--- src/rtl/frame_write_dma_if.sv ---
// Bus bundle for frame_write_dma: register-slave control, show-ahead FIFO
// read side and the Avalon-MM burst write master.
interface frame_write_dma_if #(
  parameter int DATA_W  = 32,
  parameter int USEDW_W = 9,
  parameter int BC_W    = 5
);
  logic                control_go;
  logic [31:0]         control_user_base;
  logic [31:0]         control_user_length;
  logic [1:0]          control_en;
  logic                control_state;
  logic                control_done;

  logic [DATA_W-1:0]   fifo_q;
  logic [USEDW_W-1:0]  fifo_usedw;
  logic                fifo_rdreq;

  logic [31:0]         avm_address;
  logic                avm_write;
  logic [DATA_W-1:0]   avm_writedata;
  logic [BC_W-1:0]     avm_burstcount;
  logic                avm_waitrequest;

  modport master (
    input  control_go, control_user_base, control_user_length, control_en,
    output control_state, control_done,
    input  fifo_q, fifo_usedw,
    output fifo_rdreq,
    output avm_address, avm_write, avm_writedata, avm_burstcount,
    input  avm_waitrequest
  );

  modport slave (
    output control_go, control_user_base, control_user_length, control_en,
    input  control_state, control_done,
    output fifo_q, fifo_usedw,
    input  fifo_rdreq,
    input  avm_address, avm_write, avm_writedata, avm_burstcount,
    output avm_waitrequest
  );
endinterface

--- src/rtl/frame_write_dma.sv ---
// Avalon-MM burst write sequencer: drains a show-ahead FIFO to memory in
// length-bounded bursts after a go pulse, optionally looping over the buffer.
module frame_write_dma #(
  parameter int DATA_W    = 32,
  parameter int BURST_MAX = 16,
  parameter int USEDW_W   = 9,
  parameter int BC_W      = 5
) (
  input  logic               clk,
  input  logic               reset,
  frame_write_dma_if.master  bus
);

  typedef enum logic [1:0] {IDLE, WAIT_DATA, BURST} state_t;

  state_t           state_q, state_d;
  logic [31:0]      base_q, base_d;
  logic [31:0]      addr_q, addr_d;
  logic [29:0]      words_q, words_d;
  logic [29:0]      remaining_q, remaining_d;
  logic             loop_q, loop_d;
  logic [BC_W-1:0]  beat_cnt_q, beat_cnt_d;
  logic [31:0]      avm_address_q, avm_address_d;
  logic [BC_W-1:0]  avm_burstcount_q, avm_burstcount_d;
  logic             avm_write_q, avm_write_d;
  logic             control_state_q, control_state_d;
  logic             control_done_q, control_done_d;

  logic [29:0]      go_words;
  logic [BC_W-1:0]  bc;
  logic             accept;

  assign go_words = bus.control_user_length[31:2];
  assign accept   = avm_write_q & ~bus.avm_waitrequest;
  assign bc       = (remaining_q >= 30'(BURST_MAX)) ? BC_W'(BURST_MAX)
                                                    : remaining_q[BC_W-1:0];

  always_comb begin
    state_d          = state_q;
    base_d           = base_q;
    addr_d           = addr_q;
    words_d          = words_q;
    remaining_d      = remaining_q;
    loop_d           = loop_q;
    beat_cnt_d       = beat_cnt_q;
    avm_address_d    = avm_address_q;
    avm_burstcount_d = avm_burstcount_q;
    avm_write_d      = avm_write_q;
    control_done_d   = 1'b0;
    case (state_q)
      IDLE: begin
        if (bus.control_go && bus.control_en[0]) begin
          if (go_words != '0) begin
            base_d      = {bus.control_user_base[31:2], 2'b00};
            addr_d      = {bus.control_user_base[31:2], 2'b00};
            words_d     = go_words;
            remaining_d = go_words;
            loop_d      = bus.control_en[1];
            state_d     = WAIT_DATA;
          end else begin
            control_done_d = 1'b1;
          end
        end
      end
      WAIT_DATA: begin
        // Enable is only honoured between bursts; a started burst always finishes.
        if (!bus.control_en[0]) begin
          state_d = IDLE;
        end else if (32'(bus.fifo_usedw) >= 32'(bc)) begin
          avm_address_d    = addr_q;
          avm_burstcount_d = bc;
          beat_cnt_d       = bc;
          avm_write_d      = 1'b1;
          state_d          = BURST;
        end
      end
      BURST: begin
        if (accept) begin
          beat_cnt_d  = beat_cnt_q - BC_W'(1);
          remaining_d = remaining_q - 30'd1;
          if (beat_cnt_q == BC_W'(1)) begin
            avm_write_d = 1'b0;
            addr_d      = addr_q + 32'({avm_burstcount_q, 2'b00});
            if (remaining_q == 30'd1) begin
              control_done_d = 1'b1;
              if (loop_q && bus.control_en[0]) begin
                addr_d      = base_q;
                remaining_d = words_q;
                state_d     = WAIT_DATA;
              end else begin
                state_d = IDLE;
              end
            end else begin
              state_d = WAIT_DATA;
            end
          end
        end
      end
      default: state_d = IDLE;
    endcase
    control_state_d = (state_d != IDLE);
  end

  always_ff @(posedge clk) begin
    if (reset) begin
      state_q          <= IDLE;
      base_q           <= '0;
      addr_q           <= '0;
      words_q          <= '0;
      remaining_q      <= '0;
      loop_q           <= 1'b0;
      beat_cnt_q       <= '0;
      avm_address_q    <= '0;
      avm_burstcount_q <= '0;
      avm_write_q      <= 1'b0;
      control_state_q  <= 1'b0;
      control_done_q   <= 1'b0;
    end else begin
      state_q          <= state_d;
      base_q           <= base_d;
      addr_q           <= addr_d;
      words_q          <= words_d;
      remaining_q      <= remaining_d;
      loop_q           <= loop_d;
      beat_cnt_q       <= beat_cnt_d;
      avm_address_q    <= avm_address_d;
      avm_burstcount_q <= avm_burstcount_d;
      avm_write_q      <= avm_write_d;
      control_state_q  <= control_state_d;
      control_done_q   <= control_done_d;
    end
  end

  assign bus.control_state  = control_state_q;
  assign bus.control_done   = control_done_q;
  assign bus.fifo_rdreq     = accept;
  assign bus.avm_address    = avm_address_q;
  assign bus.avm_write      = avm_write_q;
  assign bus.avm_burstcount = avm_burstcount_q;
  assign bus.avm_writedata  = bus.fifo_q;

endmodule

--- src/flat_wrapper.sv ---
// flat-port wrapper written by rule: the top's interface ports become plain ports
module frame_write_dma_flat 
#(
  parameter int DATA_W    = 32,
  parameter int BURST_MAX = 16,
  parameter int USEDW_W   = 9,
  parameter int BC_W      = 5
)
  (clk, reset, bus_control_go, bus_control_user_base, bus_control_user_length, bus_control_en, bus_control_state, bus_control_done, bus_fifo_q, bus_fifo_usedw, bus_fifo_rdreq, bus_avm_address, bus_avm_write, bus_avm_writedata, bus_avm_burstcount, bus_avm_waitrequest);
  frame_write_dma_if #(.DATA_W(DATA_W), .USEDW_W(USEDW_W), .BC_W(BC_W)) bus_i ();
  input  logic clk;
  input  logic reset;
  input wire logic [$bits(bus_i.control_go)-1:0] bus_control_go;
  input wire logic [$bits(bus_i.control_user_base)-1:0] bus_control_user_base;
  input wire logic [$bits(bus_i.control_user_length)-1:0] bus_control_user_length;
  input wire logic [$bits(bus_i.control_en)-1:0] bus_control_en;
  output wire logic [$bits(bus_i.control_state)-1:0] bus_control_state;
  output wire logic [$bits(bus_i.control_done)-1:0] bus_control_done;
  input wire logic [$bits(bus_i.fifo_q)-1:0] bus_fifo_q;
  input wire logic [$bits(bus_i.fifo_usedw)-1:0] bus_fifo_usedw;
  output wire logic [$bits(bus_i.fifo_rdreq)-1:0] bus_fifo_rdreq;
  output wire logic [$bits(bus_i.avm_address)-1:0] bus_avm_address;
  output wire logic [$bits(bus_i.avm_write)-1:0] bus_avm_write;
  output wire logic [$bits(bus_i.avm_writedata)-1:0] bus_avm_writedata;
  output wire logic [$bits(bus_i.avm_burstcount)-1:0] bus_avm_burstcount;
  input wire logic [$bits(bus_i.avm_waitrequest)-1:0] bus_avm_waitrequest;
  assign bus_i.control_go = bus_control_go;
  assign bus_i.control_user_base = bus_control_user_base;
  assign bus_i.control_user_length = bus_control_user_length;
  assign bus_i.control_en = bus_control_en;
  assign bus_control_state = bus_i.control_state;
  assign bus_control_done = bus_i.control_done;
  assign bus_i.fifo_q = bus_fifo_q;
  assign bus_i.fifo_usedw = bus_fifo_usedw;
  assign bus_fifo_rdreq = bus_i.fifo_rdreq;
  assign bus_avm_address = bus_i.avm_address;
  assign bus_avm_write = bus_i.avm_write;
  assign bus_avm_writedata = bus_i.avm_writedata;
  assign bus_avm_burstcount = bus_i.avm_burstcount;
  assign bus_i.avm_waitrequest = bus_avm_waitrequest;
  frame_write_dma #(.DATA_W(DATA_W), .BURST_MAX(BURST_MAX), .USEDW_W(USEDW_W), .BC_W(BC_W)) u_core (.clk(clk), .reset(reset), .bus(bus_i));
endmodule
--- config.mk ---
export PLATFORM = sky130hd
export DESIGN_NAME = frame_write_dma_flat
export DESIGN_NICKNAME = d
export VERILOG_FILES = /design/src/rtl/frame_write_dma_if.sv /design/src/rtl/frame_write_dma.sv /design/src/flat_wrapper.sv
export SDC_FILE = /design/constraint.sdc
export NUM_CORES = 1
export LEC_CHECK = 0
export BUFFER_PORTS_ARGS = -buffer_cell sky130_fd_sc_hd__buf_2
export CORE_ASPECT_RATIO = 0.8
export CORE_MARGIN = 1
export CORE_UTILIZATION = 60
export DETAILED_ROUTE_END_ITERATION = 6
export GPL_ROUTABILITY_DRIVEN = 0
export PLACE_DENSITY = 0.86
export SLEW_MARGIN = 20
export SYNTH_ARGS = -nofsm -noshare
export SYNTH_HDL_FRONTEND = slang
export SYNTH_SLANG_ARGS = --single-unit
export TNS_END_PERCENT = 30
--- constraint.sdc ---
create_clock -name clk -period 9.5 [get_ports clk]
set_clock_uncertainty 0.05 [all_clocks]
set_input_delay 0 -clock clk [delete_from_list [all_inputs] [get_ports clk]]
set_output_delay 0 -clock clk [all_outputs]
set_load 0.02 [all_outputs]
==> results.yml <==
logic_synthesis:
  ys_warn_count: 0
  synth-simple-area-share_pct: 26.0
  ys_seq_area_share_pct: 36.6
  synth-compound-area-share_pct: 23.9
  synth-xor-area-share_pct: 3.28
  netlist_area_sq_mm: 0.00908
  synth_top_family_by_area: "simple AND/OR/NAND/NOR gates"
  synth_top_area_share_pct: 36.6
  yosys.area_share.adder_pct: 2.15
  synth_edf_count: 0
  yosysTopAreaCell: "dfxtp_1"
  ys_types: 73
  async_reset_ff_share_pct: 0
  synth-seq-cells: 166
  synth_ff_type: "dfxtp_1"
  muxShareOfSynthArea_pct: 0.234
  syn_area_per_cell_sq_um: 7.50
  syn_inst: 1210
  synth_area_leaders: "dfxtp_1 37%, nand2_1 9.5%, a21oi_1 6.7%"
route:
  via_per_inst: 6.50
  drt_iter0_drc: 1247
  dr_total_vias: 9854
  first_pass_iters: 7
  ant_nets: 0
  routedWlPerCell_microns: 17.7
  route.detailed.drc: 2
  wl_microns: 26800
run:
  maxCapViolCount: 0
timing:
  fmax_mhz: 220
  rsz0062_at_grt: "no"
  hold_viol: 0
  finalCritPeriodShare_pct: 47.9
  worst_pin_slew_ps: 1070
  setup_ws_ps: 4950
  fin_tns_setup_ps: 0
  finalCriticalPeriod_ps: 4550
  hold_ws_ps: 33.8
  slew_headroom_pct: 28.4
  setup_viol: 0
  slew_violations: 0
critical_path:
  crit_slowest_cell: "or4_1"
  end_kind: "flip-flop"
  startpoint_type: "flip-flop"
  worst-path-max-fanout: 10
  critPathBufInv: 1
  crit_required_ps: 9760
  crit_chain: "or4_1 > or4_4 > nor4_4 > and2_1 > ha_1 > nand2b_1 > a21o_1 > a21o_1 > a2111oi_0 > buf_4 > nor2_1 > a2111oi_0"
  rrSetupSlack_ps: 4950
  critPathMaxStageDelay_ps: 720
  r2r_end: "u_core.beat_cnt_q[2]"
  r2r_start: "u_core.remaining_q[6]"
  r2r_cells: 12
  cp.depth: 12
  cp_top_family: "simple AND/OR/NAND/NOR gates"
  critPathKind: "reg -> reg"
  cp.arrival_ps: 4810
power:
  clkPwrFrac_pct: 39.8
  ir_worst_vdd_uv: 152
  power.switching_mw: 0.499
  switching_share_pct: 29.2
  pwr-share-seq_pct: 44.7
  internal_power_mw: 1.21
  cellPowerDensity_mw_per_mm2: 157
  pwr-share-comb_pct: 15.5
  leakagePower_nw: 4.05
place:
  dp_slack_ps: 5030
  place_hpwl_microns: 16600
  portBuffers: 113
clock_network:
  cts.htree.levels: 4
  clkTransAtPathRegs_ps: 70
  root_buffer: "clkbuf_16"
  cts-buffers-inserted: 17
  clkSinkCount: 166
  ctsLongestPathBuffers: 2
  insertion_delay_ps: 440
  cts_tree: "done"
floorplanning:
  std_cell_rows: 39
  fp.dieH_microns: 112
  core_sq_mm: 0.0145
  die_x_microns: 140
  start_util_pct: 62.4
  die_area_sq_mm: 0.0156
  boundaryPins: 184
run_status:
  status: "finished, violations left"
  failed_checks: "DRC"
global_route:
  grt_use_total_pct: 34.5
  grt_pass1_wl_microns: 43500
  grt_pass1_vias: 8752
  grt_remaining_overflow: 0
  grt_antenna_before_repair: 0
  grt_max_degree: 99
finish:
  fin_nets: 1445
  antenna_cells: 0
  drive_gt1_share_pct: 13.6
  synthToLayoutAreaGrowth_pct: 20.3
worst_hold_path:
  min_path_cells: 2
  hold_path_class: "in -> reg"
  hold_end: "u_core.words_q[14]"
  min_from: "reset"
[cells in the mapped netlist (9+ instances only)]
cell      count
a311oi_1     31
xnor2_1      21
o21ai_0      75
dfxtp_1     166
ha_1         14
clkbuf_1     89
nor3_1       26
and3_1       10
nand2_1     230
nor4_1       16
xor2_1       13
nand4_1      25
a21oi_1     121
inv_1        17
a31oi_1       9
nor2_1       83
or3_1         9
a211oi_1     13
nand3_1      47
buf_4        34
o211ai_1     24
[layout by cell type (no fill, tap or decap), drive strengths merged, types with 20 or more instances in the layout]
cell / n
nand2: 230
dfxtp: 166
buf: 128
a21oi: 121
dlygate4sd3: 95
nor2: 83
o21ai: 76
nand3: 47
a311oi: 31
nor3: 27
nand4: 25
o211ai: 24
xnor2: 21
inv: 20
[stage by stage]
step	area, sq um	power, mW	cells	utilization, %
finish	10900	1.71	1516	75.1
global route	10900	1.77	1516	75.1
CTS	10900	1.70	1516	75.0
detailed placement	9390	0.995	1389	64.6
global placement	9380	0.989	1388	64.5
floorplan	9080	0.946	1211	-
[what timing repair did]
item,CTS,global route
endpoints found under the hold margin,152,0
gates resized for setup,0,0
setup buffers,0,0
hold buffers,95,0
[layout make-up]
cell class / instances / area [sq um]
clock inverter: 13 / 123
inverter: 17 / 63.8
multi-input combinational: 894 / 5090
fill: 1102 / 3620
timing repair buffer: 223 / 1640
clock buffer: 19 / 453
tap: 184 / 230
sequential: 166 / 3320
[sequential cells by signal, indices dropped and copies added (netlist names)]
register	cells
u_core.addr_q	30
u_core.base_q	30
u_core.bus.avm_address	30
u_core.remaining_q	30
u_core.words_q	30
u_core.beat_cnt_q	5
u_core.bus.avm_burstcount	5
u_core.state_q	2
u_core.bus.avm_write	1
u_core.bus.control_done	1
u_core.bus.control_state	1
u_core.loop_q	1
[worst max path at each step]
| stage | from | end | slack, ps |
|---|---|---|---|
| global route | u_core.remaining_q[6] | u_core.beat_cnt_q[2] | 4540 |
| finish | u_core.remaining_q[6] | u_core.beat_cnt_q[2] | 4950 |
| detailed placement | u_core.remaining_q[6] | u_core.beat_cnt_q[2] | 5030 |
| floorplan | u_core.remaining_q[6] | u_core.beat_cnt_q[2] | 5160 |
| CTS | u_core.remaining_q[6] | u_core.beat_cnt_q[2] | 5000 |
| global placement | u_core.remaining_q[6] | u_core.beat_cnt_q[2] | 5110 |
[power by group through the flow]
stage	registers (mW)	logic, mW	clock network, mW
3_3_place_gp	0.778	0.211	0
2_1_floorplan	0.765	0.181	0
4_1_cts	0.764	0.259	0.681
5_1_grt	0.769	0.290	0.712
3_5_place_dp	0.779	0.216	0
6_report	0.766	0.265	0.681
[metal layers]
metal	GRT usage [%]	up-vias	share of wire (%)
li1	-	4552	-
met4	12.1	0	2.3
met2	53.2	612	44
met5	0	-	0
met3	6.40	75	11
met1	48.6	4615	43
[logic make-up (layout without fill, tap and decap cells)]
family	after synthesis	after routing
simple gates	499	499
compound gates	342	342
flops	166	166
buf+inv	151	272
xor+xnor	34	34
fa+ha+maj	15	15
mux	2	2
other cells	1	2
(Power assumes the default switching activity.)
